### config.mk
export PLATFORM = sky130hd
export DESIGN_NAME = dsa_fetch_ctrl
export DESIGN_NICKNAME = d
export VERILOG_FILES = /design/src/rtl/dsa_fetch_ctrl.sv
export SDC_FILE = /design/constraint.sdc
export NUM_CORES = 1
export LEC_CHECK = 0
export ABC_AREA = 0
export BUFFER_PORTS_ARGS = -buffer_cell sky130_fd_sc_hd__clkbuf_2
export CORE_AREA = 3 3 227 229
export DETAILED_ROUTE_END_ITERATION = 7
export DIE_AREA = 0 0 230 232
export PLACE_DENSITY = 0.7
export SETUP_SLACK_MARGIN = 0.4
export SLEW_MARGIN = 5
export SYNTH_ARGS = -nofsm -noshare
export SYNTH_HDL_FRONTEND = slang
export SYNTH_SLANG_ARGS = --single-unit
### constraint.sdc
create_clock -name clk -period 7.45 [get_ports clk]
set_input_delay 0.3725 -clock clk [delete_from_list [all_inputs] [get_ports clk]]
set_output_delay 0.3725 -clock clk [all_outputs]
set_load 0.005 [all_outputs]
### src/rtl/dsa_fetch_ctrl.sv
// rtl/dsa_fetch_ctrl.sv - bilinear scaler fetch/issue/writeback sequencer
// Walks destination pixels in raster order, fetches a 2x2 source quad and hands it to the datapath.
module dsa_fetch_ctrl (
    input  logic        clk,
    input  logic        rst,
    input  logic        cfg_start,
    input  logic [9:0]  src_w,
    input  logic [9:0]  src_h,
    input  logic [9:0]  dst_w,
    input  logic [9:0]  dst_h,
    input  logic [15:0] scale_x,
    input  logic [15:0] scale_y,
    output logic        src_rd,
    output logic [19:0] src_addr,
    input  logic [7:0]  src_data,
    output logic        dp_start,
    output logic [7:0]  p00,
    output logic [7:0]  p01,
    output logic [7:0]  p10,
    output logic [7:0]  p11,
    output logic [15:0] a,
    output logic [15:0] b,
    input  logic        dp_done,
    input  logic [7:0]  dp_pixel,
    output logic        dst_wr,
    output logic [19:0] dst_addr,
    output logic [7:0]  dst_data,
    output logic        busy,
    output logic        done
);

    typedef enum logic [2:0] {
        S_IDLE, S_CALC, S_RD, S_RDLAST, S_ISSUE, S_WAIT, S_WRITE, S_FIN
    } state_t;

    state_t      state, state_n;

    logic [9:0]  c_src_w, c_src_h, c_dst_w, c_dst_h;
    logic [15:0] c_scale_x, c_scale_y;
    logic [17:0] sx, sy;
    logic [9:0]  ox, oy;
    logic [9:0]  x0, x1, y0, y1;
    logic [1:0]  rd_cnt;

    logic [9:0]  sx_int, sy_int, src_w_m1, src_h_m1;
    logic [9:0]  x0_n, x1_n, y0_n, y1_n;
    logic [9:0]  rd_x, rd_y;
    logic        row_end, last_pix;
    logic        cap_en;
    logic [1:0]  cap_idx;

    assign row_end  = (ox == c_dst_w - 10'd1);
    assign last_pix = row_end && (oy == c_dst_h - 10'd1);

    // Clamp the integer sample position and its right/lower neighbour to the source edge.
    always_comb begin
        sx_int   = sx[17:8];
        sy_int   = sy[17:8];
        src_w_m1 = c_src_w - 10'd1;
        src_h_m1 = c_src_h - 10'd1;
        x0_n     = (sx_int > src_w_m1) ? src_w_m1 : sx_int;
        y0_n     = (sy_int > src_h_m1) ? src_h_m1 : sy_int;
        if (({1'b0, x0_n} + 11'd1) > {1'b0, src_w_m1})
            x1_n = src_w_m1;
        else
            x1_n = x0_n + 10'd1;
        if (({1'b0, y0_n} + 11'd1) > {1'b0, src_h_m1})
            y1_n = src_h_m1;
        else
            y1_n = y0_n + 10'd1;
    end

    // Read k of the quad: bit 0 selects the right column, bit 1 the lower row.
    assign rd_x = rd_cnt[0] ? x1 : x0;
    assign rd_y = rd_cnt[1] ? y1 : y0;

    // Data returns one cycle after each read, so capture lags the read counter by one.
    assign cap_en  = ((state == S_RD) && (rd_cnt != 2'd0)) || (state == S_RDLAST);
    assign cap_idx = (state == S_RDLAST) ? 2'd3 : (rd_cnt - 2'd1);

    always_comb begin
        state_n  = state;
        src_rd   = 1'b0;
        dp_start = 1'b0;
        dst_wr   = 1'b0;
        src_addr = 20'd0;
        dst_addr = 20'd0;
        busy     = (state != S_IDLE);
        done     = (state == S_FIN);
        case (state)
            S_IDLE: begin
                if (cfg_start)
                    state_n = (dst_w == 10'd0 || dst_h == 10'd0) ? S_FIN : S_CALC;
            end
            S_CALC: state_n = S_RD;
            S_RD: begin
                src_rd   = 1'b1;
                src_addr = ({10'd0, rd_y} * {10'd0, c_src_w}) + {10'd0, rd_x};
                if (rd_cnt == 2'd3)
                    state_n = S_RDLAST;
            end
            S_RDLAST: state_n = S_ISSUE;
            S_ISSUE: begin
                dp_start = 1'b1;
                state_n  = S_WAIT;
            end
            S_WAIT: begin
                if (dp_done)
                    state_n = S_WRITE;
            end
            S_WRITE: begin
                dst_wr   = 1'b1;
                dst_addr = ({10'd0, oy} * {10'd0, c_dst_w}) + {10'd0, ox};
                state_n  = last_pix ? S_FIN : S_CALC;
            end
            S_FIN: state_n = S_IDLE;
            default: state_n = S_IDLE;
        endcase
    end

    always_ff @(posedge clk or posedge rst) begin
        if (rst)
            state <= S_IDLE;
        else
            state <= state_n;
    end

    always_ff @(posedge clk or posedge rst) begin
        if (rst) begin
            c_src_w   <= 10'd0;
            c_src_h   <= 10'd0;
            c_dst_w   <= 10'd0;
            c_dst_h   <= 10'd0;
            c_scale_x <= 16'd0;
            c_scale_y <= 16'd0;
            sx        <= 18'd0;
            sy        <= 18'd0;
            ox        <= 10'd0;
            oy        <= 10'd0;
            x0        <= 10'd0;
            x1        <= 10'd0;
            y0        <= 10'd0;
            y1        <= 10'd0;
            rd_cnt    <= 2'd0;
            a         <= 16'd0;
            b         <= 16'd0;
            dst_data  <= 8'd0;
        end else begin
            case (state)
                S_IDLE: begin
                    if (cfg_start) begin
                        c_src_w   <= src_w;
                        c_src_h   <= src_h;
                        c_dst_w   <= dst_w;
                        c_dst_h   <= dst_h;
                        c_scale_x <= scale_x;
                        c_scale_y <= scale_y;
                        sx        <= 18'd0;
                        sy        <= 18'd0;
                        ox        <= 10'd0;
                        oy        <= 10'd0;
                    end
                end
                S_CALC: begin
                    x0     <= x0_n;
                    x1     <= x1_n;
                    y0     <= y0_n;
                    y1     <= y1_n;
                    a      <= {8'h00, sx[7:0]};
                    b      <= {8'h00, sy[7:0]};
                    rd_cnt <= 2'd0;
                end
                S_RD: rd_cnt <= rd_cnt + 2'd1;
                S_WAIT: begin
                    if (dp_done)
                        dst_data <= dp_pixel;
                end
                S_WRITE: begin
                    if (row_end) begin
                        ox <= 10'd0;
                        oy <= oy + 10'd1;
                        sx <= 18'd0;
                        sy <= sy + {2'b00, c_scale_y};
                    end else begin
                        ox <= ox + 10'd1;
                        sx <= sx + {2'b00, c_scale_x};
                    end
                end
                default: ;
            endcase
        end
    end

    // Quad capture order: p00 (x0,y0), p10 (x1,y0), p01 (x0,y1), p11 (x1,y1).
    always_ff @(posedge clk or posedge rst) begin
        if (rst) begin
            p00 <= 8'd0;
            p10 <= 8'd0;
            p01 <= 8'd0;
            p11 <= 8'd0;
        end else if (cap_en) begin
            case (cap_idx)
                2'd0:    p00 <= src_data;
                2'd1:    p10 <= src_data;
                2'd2:    p01 <= src_data;
                default: p11 <= src_data;
            endcase
        end
    end

endmodule

**Word level (Yosys, flattened, before mapping)**

Index checks and enable logic that the tools add are counted.

- Register bits after elaboration: 229
- Bits of input ports: 92
- Output and inout bits: 117
- Word-level logic and storage cells: 113

- Add/sub/neg operators: 16
- Multiply operators: 2
- Magnitude comparators: 4
- Equal/unequal tests: 16
- Multiplexer cells: 29
- Bitwise operators: 1
- Reductions and logical operators: 22

Operators with widths:

| kind | count |
|---|---|
| $mux W10 | 9 |
| $pmux W18 S2 | 2 |
| $mux W18 | 3 |
| $add A10 B1 Y10 const B | 4 |
| $add A20 B10 Y20 | 2 |
| $mul A10 B10 Y20 | 2 |
| $mux W20 | 2 |
| $pmux W10 S2 | 2 |
| $sub A10 B1 Y10 const B | 4 |
| $add A18 B16 Y18 | 2 |
| $pmux W3 S8 | 1 |
| $add A10 B1 Y11 const B | 2 |
| $gt A11 B10 Y1 | 2 |
| $eq A10 B10 Y1 | 2 |
| $gt A10 B10 Y1 | 2 |
| $logic_not A10 Y1 | 2 |
| $mux W3 | 5 |
| $reduce_and A2 Y1 | 7 |
| $eq A3 B3 Y1 const B | 4 |
| $eq A3 B2 Y1 const B | 2 |
| $ne A2 B2 Y1 const B | 3 |
| $reduce_and A3 Y1 | 2 |
| $reduce_bool A2 Y1 | 3 |
| $eq A2 B2 Y1 const B | 2 |
| other kinds (15) | 19 |

**Longest topological paths before layout**

- Depth after elaboration: 6
- Depth in mapped cells: 35
- Gate-level depth less buffers: 34

**Worst setup path after synthesis**

Ideal clock, no wire load.

- Path kind: reg2reg
- Start: register c_src_w[0]
- End: register x1[3]
- Library setup time: 0.126 ns
- Arrival: 6.561 ns
- Required time: 7.324 ns
- Path slack: 0.763 ns
- Stages on the path, launching flop included: 31
- Path buffers: 3
- Clock period less this slack: 6.687 ns
- Cells stage by stage: dfrtp_1 clkbuf_1 inv_1 ha_1 nand2_1 xor2_1 ha_1 nand3_1 o22a_1 o41ai_1 maj3_1 maj3_1 a21o_1 clkbuf_1 clkbuf_1 o21ai_0 ha_1 nor3b_1 nand2b_1 nor2_1 xnor2_1 nor2_1 a21oi_1 ha_1 a21boi_0 o21a_1 o21ai_0 o221ai_1 a31oi_2 a211oi_1 a221o_1

- Word-level cells in the longest chain between the ends: 6
- Elaborated cells on any way between the ends: 7
- Classes of those cells: 3 x add/sub; 2 x order compare; 2 x mux

RTL lines:

| element | RTL line | text |
|---|---|---|
| start: declaration | 38 | `logic [9:0] c_src_w, c_src_h, c_dst_w, c_dst_h;` |
| start signal: assignment | 152 | `c_src_w <= src_w;` |
| $sub A10 B1 Y10 * | 59 | `src_w_m1 = c_src_w - 10'd1;` |
| $gt A10 B10 Y1 | 61 | `x0_n = (sx_int > src_w_m1) ? src_w_m1 : sx_int;` |
| $mux W10 * | 61 |  |
| named net x0_n[0] | 46 | `logic [9:0] x0_n, x1_n, y0_n, y1_n;` |
| $add A10 B1 Y11 | 63 | `if (({1'b0, x0_n} + 11'd1) > {1'b0, src_w_m1})` |
| $gt A11 B10 Y1 | 63 |  |
| $mux W10 * | 63 |  |
| end signal: assignment | 166 | `x1 <= x1_n;` |
| end: declaration | 42 | `logic [9:0] x0, x1, y0, y1;` |

The timed path passes the listed nets; every way through them passes the cells marked *.
A chain may end at the register's enable or synchronous reset.

**Worst setup path after layout**

- Start: register c_dst_w[3]
- End: output port dst_addr[17]

- Word-level cells in the longest chain between the ends: 3

RTL lines:

| element | RTL line | text |
|---|---|---|
| start: declaration | 38 |  |
| start signal: assignment | 154 | `c_dst_w <= dst_w;` |
| $mul A10 B10 Y20 | 113 | `dst_addr = ({10'd0, oy} * {10'd0, c_dst_w}) + {10'd0, ox};` |
| $add A20 B10 Y20 | 113 |  |
| $mux W20 | 90 | `case (state)` |
| end: declaration | 26 | `output logic [19:0] dst_addr,` |

Every way passes these cells.

==> results.md <==
* Status: finished, final reports clean
* CTS tree: done
* Tmin final at 6.75 ns
* Period utilization at 90.6%
* Clock root buffer: clkbuf_16
* Hold path cells at 2
* Clock power frac at 18.3%
* First DRT Iteration DRCs at 989
* Clock sinks at 229
* Maximum buffer depth of the clock tree at 3
* Critical Path RT at 7.08 ns
* Ys Warns at 0
* Share of the synthesized area in the top cell type at 27.7%
* Fmax achieved at 148 MHz
* Routed WL at 54900 um
* GR peak layer: met2
* Final GP Congestion at 0.902
* Grt met1 use at 27.2%
* CTS H-tree depth at 1
* Area Overhead vs Synth at 14.8%
* Setup violations, final at 0
* Yosys top cell by area: dfrtp_1
* Met2 Use GR at 35.5%
* Setup TNS at 0 ns
* Commonest non-fill, non-tap cell in the layout: nand2_1
* Setup Skew at 0.0149 ns
* HPWL after DPL at 42200 um
* Clk_lat worst skew at 0.57 ns
* Pint at 4790 uW
* Clock Pin Slew Worst Setup and Hold Paths at 0.06 ns
* GRT Total Usage at 20.5%
* Hold Fails Final Rpt at 0
* Hold slack at 0.0316 ns
* Synthesis-stage register bit count at 229
* Hold endpoint: c_scale_y[0]
* Avg Inst Size Synth at 9.28 um^2
* FF-to-FF End: x1[4]
* Final ANT Viol Nets at 0
* Register-to-register setup slack at 0.77 ns
* Fraction of registers with async set/reset at 100%
* Fraction of power consumed by combinational cells at 54.8%
* GRT met3 Usage at 2.54%
* Vias in the first global route at 17000
* Startpoint Class: register
* Fin nets at 2853
* WS Path Type: reg2out
* Row cnt at 82
* Maximum vdd drop at 215 uV
* CP endpoint kind: output pin
* Max_slew headroom at 18.9%
* Worst Hold Launch: scale_y[0]
* Port Buffers at 192
* Antenna violations before repair at 0
* Worst min-delay path class: in2reg
* CTS Buf Count at 29
* WL per Instance at 17.6 um
* Post-synthesis cell count at 2233
* Switch share at 44.8%
* Layout cells sized above 1 at 19.4%
* Routed via count at 16600
* Die Y-Extent at 232 um
* Die area at 53400 um^2
* Ranking of synthesized cells by area: dfrtp_1 28%, fa_1 14%, ha_1 11%
* Core Area at 49900 um^2
* Reg power frac at 26.9%
* CP arrival at 6.37 ns
* Largest net degree at the start of global routing at 122
* Most frequent cells in the layout: 308 x nand2_1, 235 x inv_1, 217 x dfrtp_1
* Pwr dens at 365 nW/um^2
* Reg2Reg Launch Point: c_src_w[2]
* GRT overflow at 0
* Via/cell ratio at 5.33
* Mapped cell area at 20700 um^2
* DRC at 0
* DIE WIDTH at 230 um
* Reg2Reg Depth at 28
* Post-synth top flop: dfrtp_1
* Post-synth EDFFs at 0
* Actual slew at the worst max-slew pin at 1.21 ns
* First-pass GRT wire length at 89300 um
* Pre-antenna DRT Iters at 5
* RSZ-0062 raised after global routing: no
* Slew Limit Fails at 0
* Crit-path max FO at 14
* I/O pins at 209
* MaxCap Viol Count at 0
* Synth unique cells at 84
* P_leak at 0.0118 uW
* Switch Pwr at 3880 uW
* Sequential-to-total area share from yosys stat at 27.7%
* Initial core utilization at 41.6%
-- flip-flops by register name (all words and copies together), names as in the netlist, 16 cells and up --
register,cells
sx,18
sy,18
c_scale_y,16
c_scale_x,16
-- synth_stat cells (44+ instances only) --
library cell,number
mux2_2,122
xnor2_1,77
ha_1,190
a21oi_1,72
fa_1,146
xor2_1,53
o21ai_0,90
clkbuf_1,74
nand2_1,308
nand3_1,44
dfrtp_1,229
nor2_1,128
and2_1,84
inv_1,237
-- cell families (layout without fill, tap and decap cells) --
logic type / after synthesis / count (layout) / synth area share, %
AND/OR/NAND/NOR: 720 / 720 / 16.3
adder cells (fa/ha/maj): 339 / 339 / 25.7
multiplexers: 135 / 135 / 7.26
other: 1 / 17 / 0.0181
flip-flops: 229 / 229 / 27.7
XOR/XNOR: 132 / 132 / 5.65
AO/OA/AOI/OAI: 337 / 338 / 10.9
buffers and inverters: 340 / 539 / 6.48
-- worst max-delay path, cell delays in order, from the launching register on --
cell      delay (ns)
dfrtp_2         0.55
nand2_1         0.19
fa_1            0.57
inv_1           0.05
fa_1            0.49
inv_1           0.05
fa_1            0.47
inv_1           0.07
fa_1            0.53
inv_1           0.05
fa_1            0.57
inv_1           0.05
ha_1            0.32
and2_1          0.20
a21o_1          0.20
a311o_1         0.36
and3_1          0.19
or2_2           0.29
a41o_1          0.25
xnor2_1         0.12
nor2_1          0.09
clkbuf_2        0.14
-- routing by layer --
metal / routed length, um / up-vias
met4: 1390 / 0
met3: 2870 / 91
met2: 26800 / 478
met5: 0 / -
li1: - / 7891
met1: 23800 / 8166
-- cell type report --
| class | instances | area (um^2) |
|---|---|---|
| Sequential cell | 229 | 5750 |
| Fill cell | 4686 | 26100 |
| Inverter | 239 | 905 |
| Antenna cell | 1 | 2.50 |
| Clock buffer | 37 | 796 |
| Clock inverter | 17 | 294 |
| Tap cell | 672 | 841 |
| Timing Repair Buffer | 246 | 1370 |
| Multi-Input combinational cell | 1680 | 13800 |
-- worst max-delay path by stage --
stage / from / to / slack, ns
after CTS: c_src_w[3] / x1[9] / 0.41
after detailed placement: c_src_h[0] / y1[0] / 0.28
after floorplan: c_src_w[0] / x1[3] / 0.76
after global routing: c_src_h[0] / y1[6] / 0.32
final: c_dst_w[3] / dst_addr[17] / 0.70
after global placement: c_src_h[0] / y1[0] / 0.48
-- per-stage QoR --
step	area, um^2	cells	total power [uW]	utilization, %	setup slack [ns]
4_1_cts	23500	3104	8610	47.2	0.408
5_1_grt	23800	3120	9450	47.7	0.322
3_3_place_gp	22400	3048	6820	45.0	0.485
6_report	23800	3121	8680	47.7	0.703
3_5_place_dp	22400	3048	6960	45.0	0.279
2_1_floorplan	20800	2248	5550	-	0.763
-- timing repair --
item,CTS,global route
endpoints found under the hold margin,14,0
hold buffers,1,0
setup buffers,1,15
pin swaps,1,5
gates resized for setup,2,43
gates cloned,0,1
setup endpoints to repair,11,29
-- power by group through the flow --
stage	Combinational, uW	Sequential, uW	Clock, uW
floorplan	3520	2030	0
global placement	4500	2320	0
detailed placement	4630	2340	0
CTS	4670	2320	1620
global route	5360	2410	1680
finish	4760	2340	1590
Power figures use the tool's default switching activity.
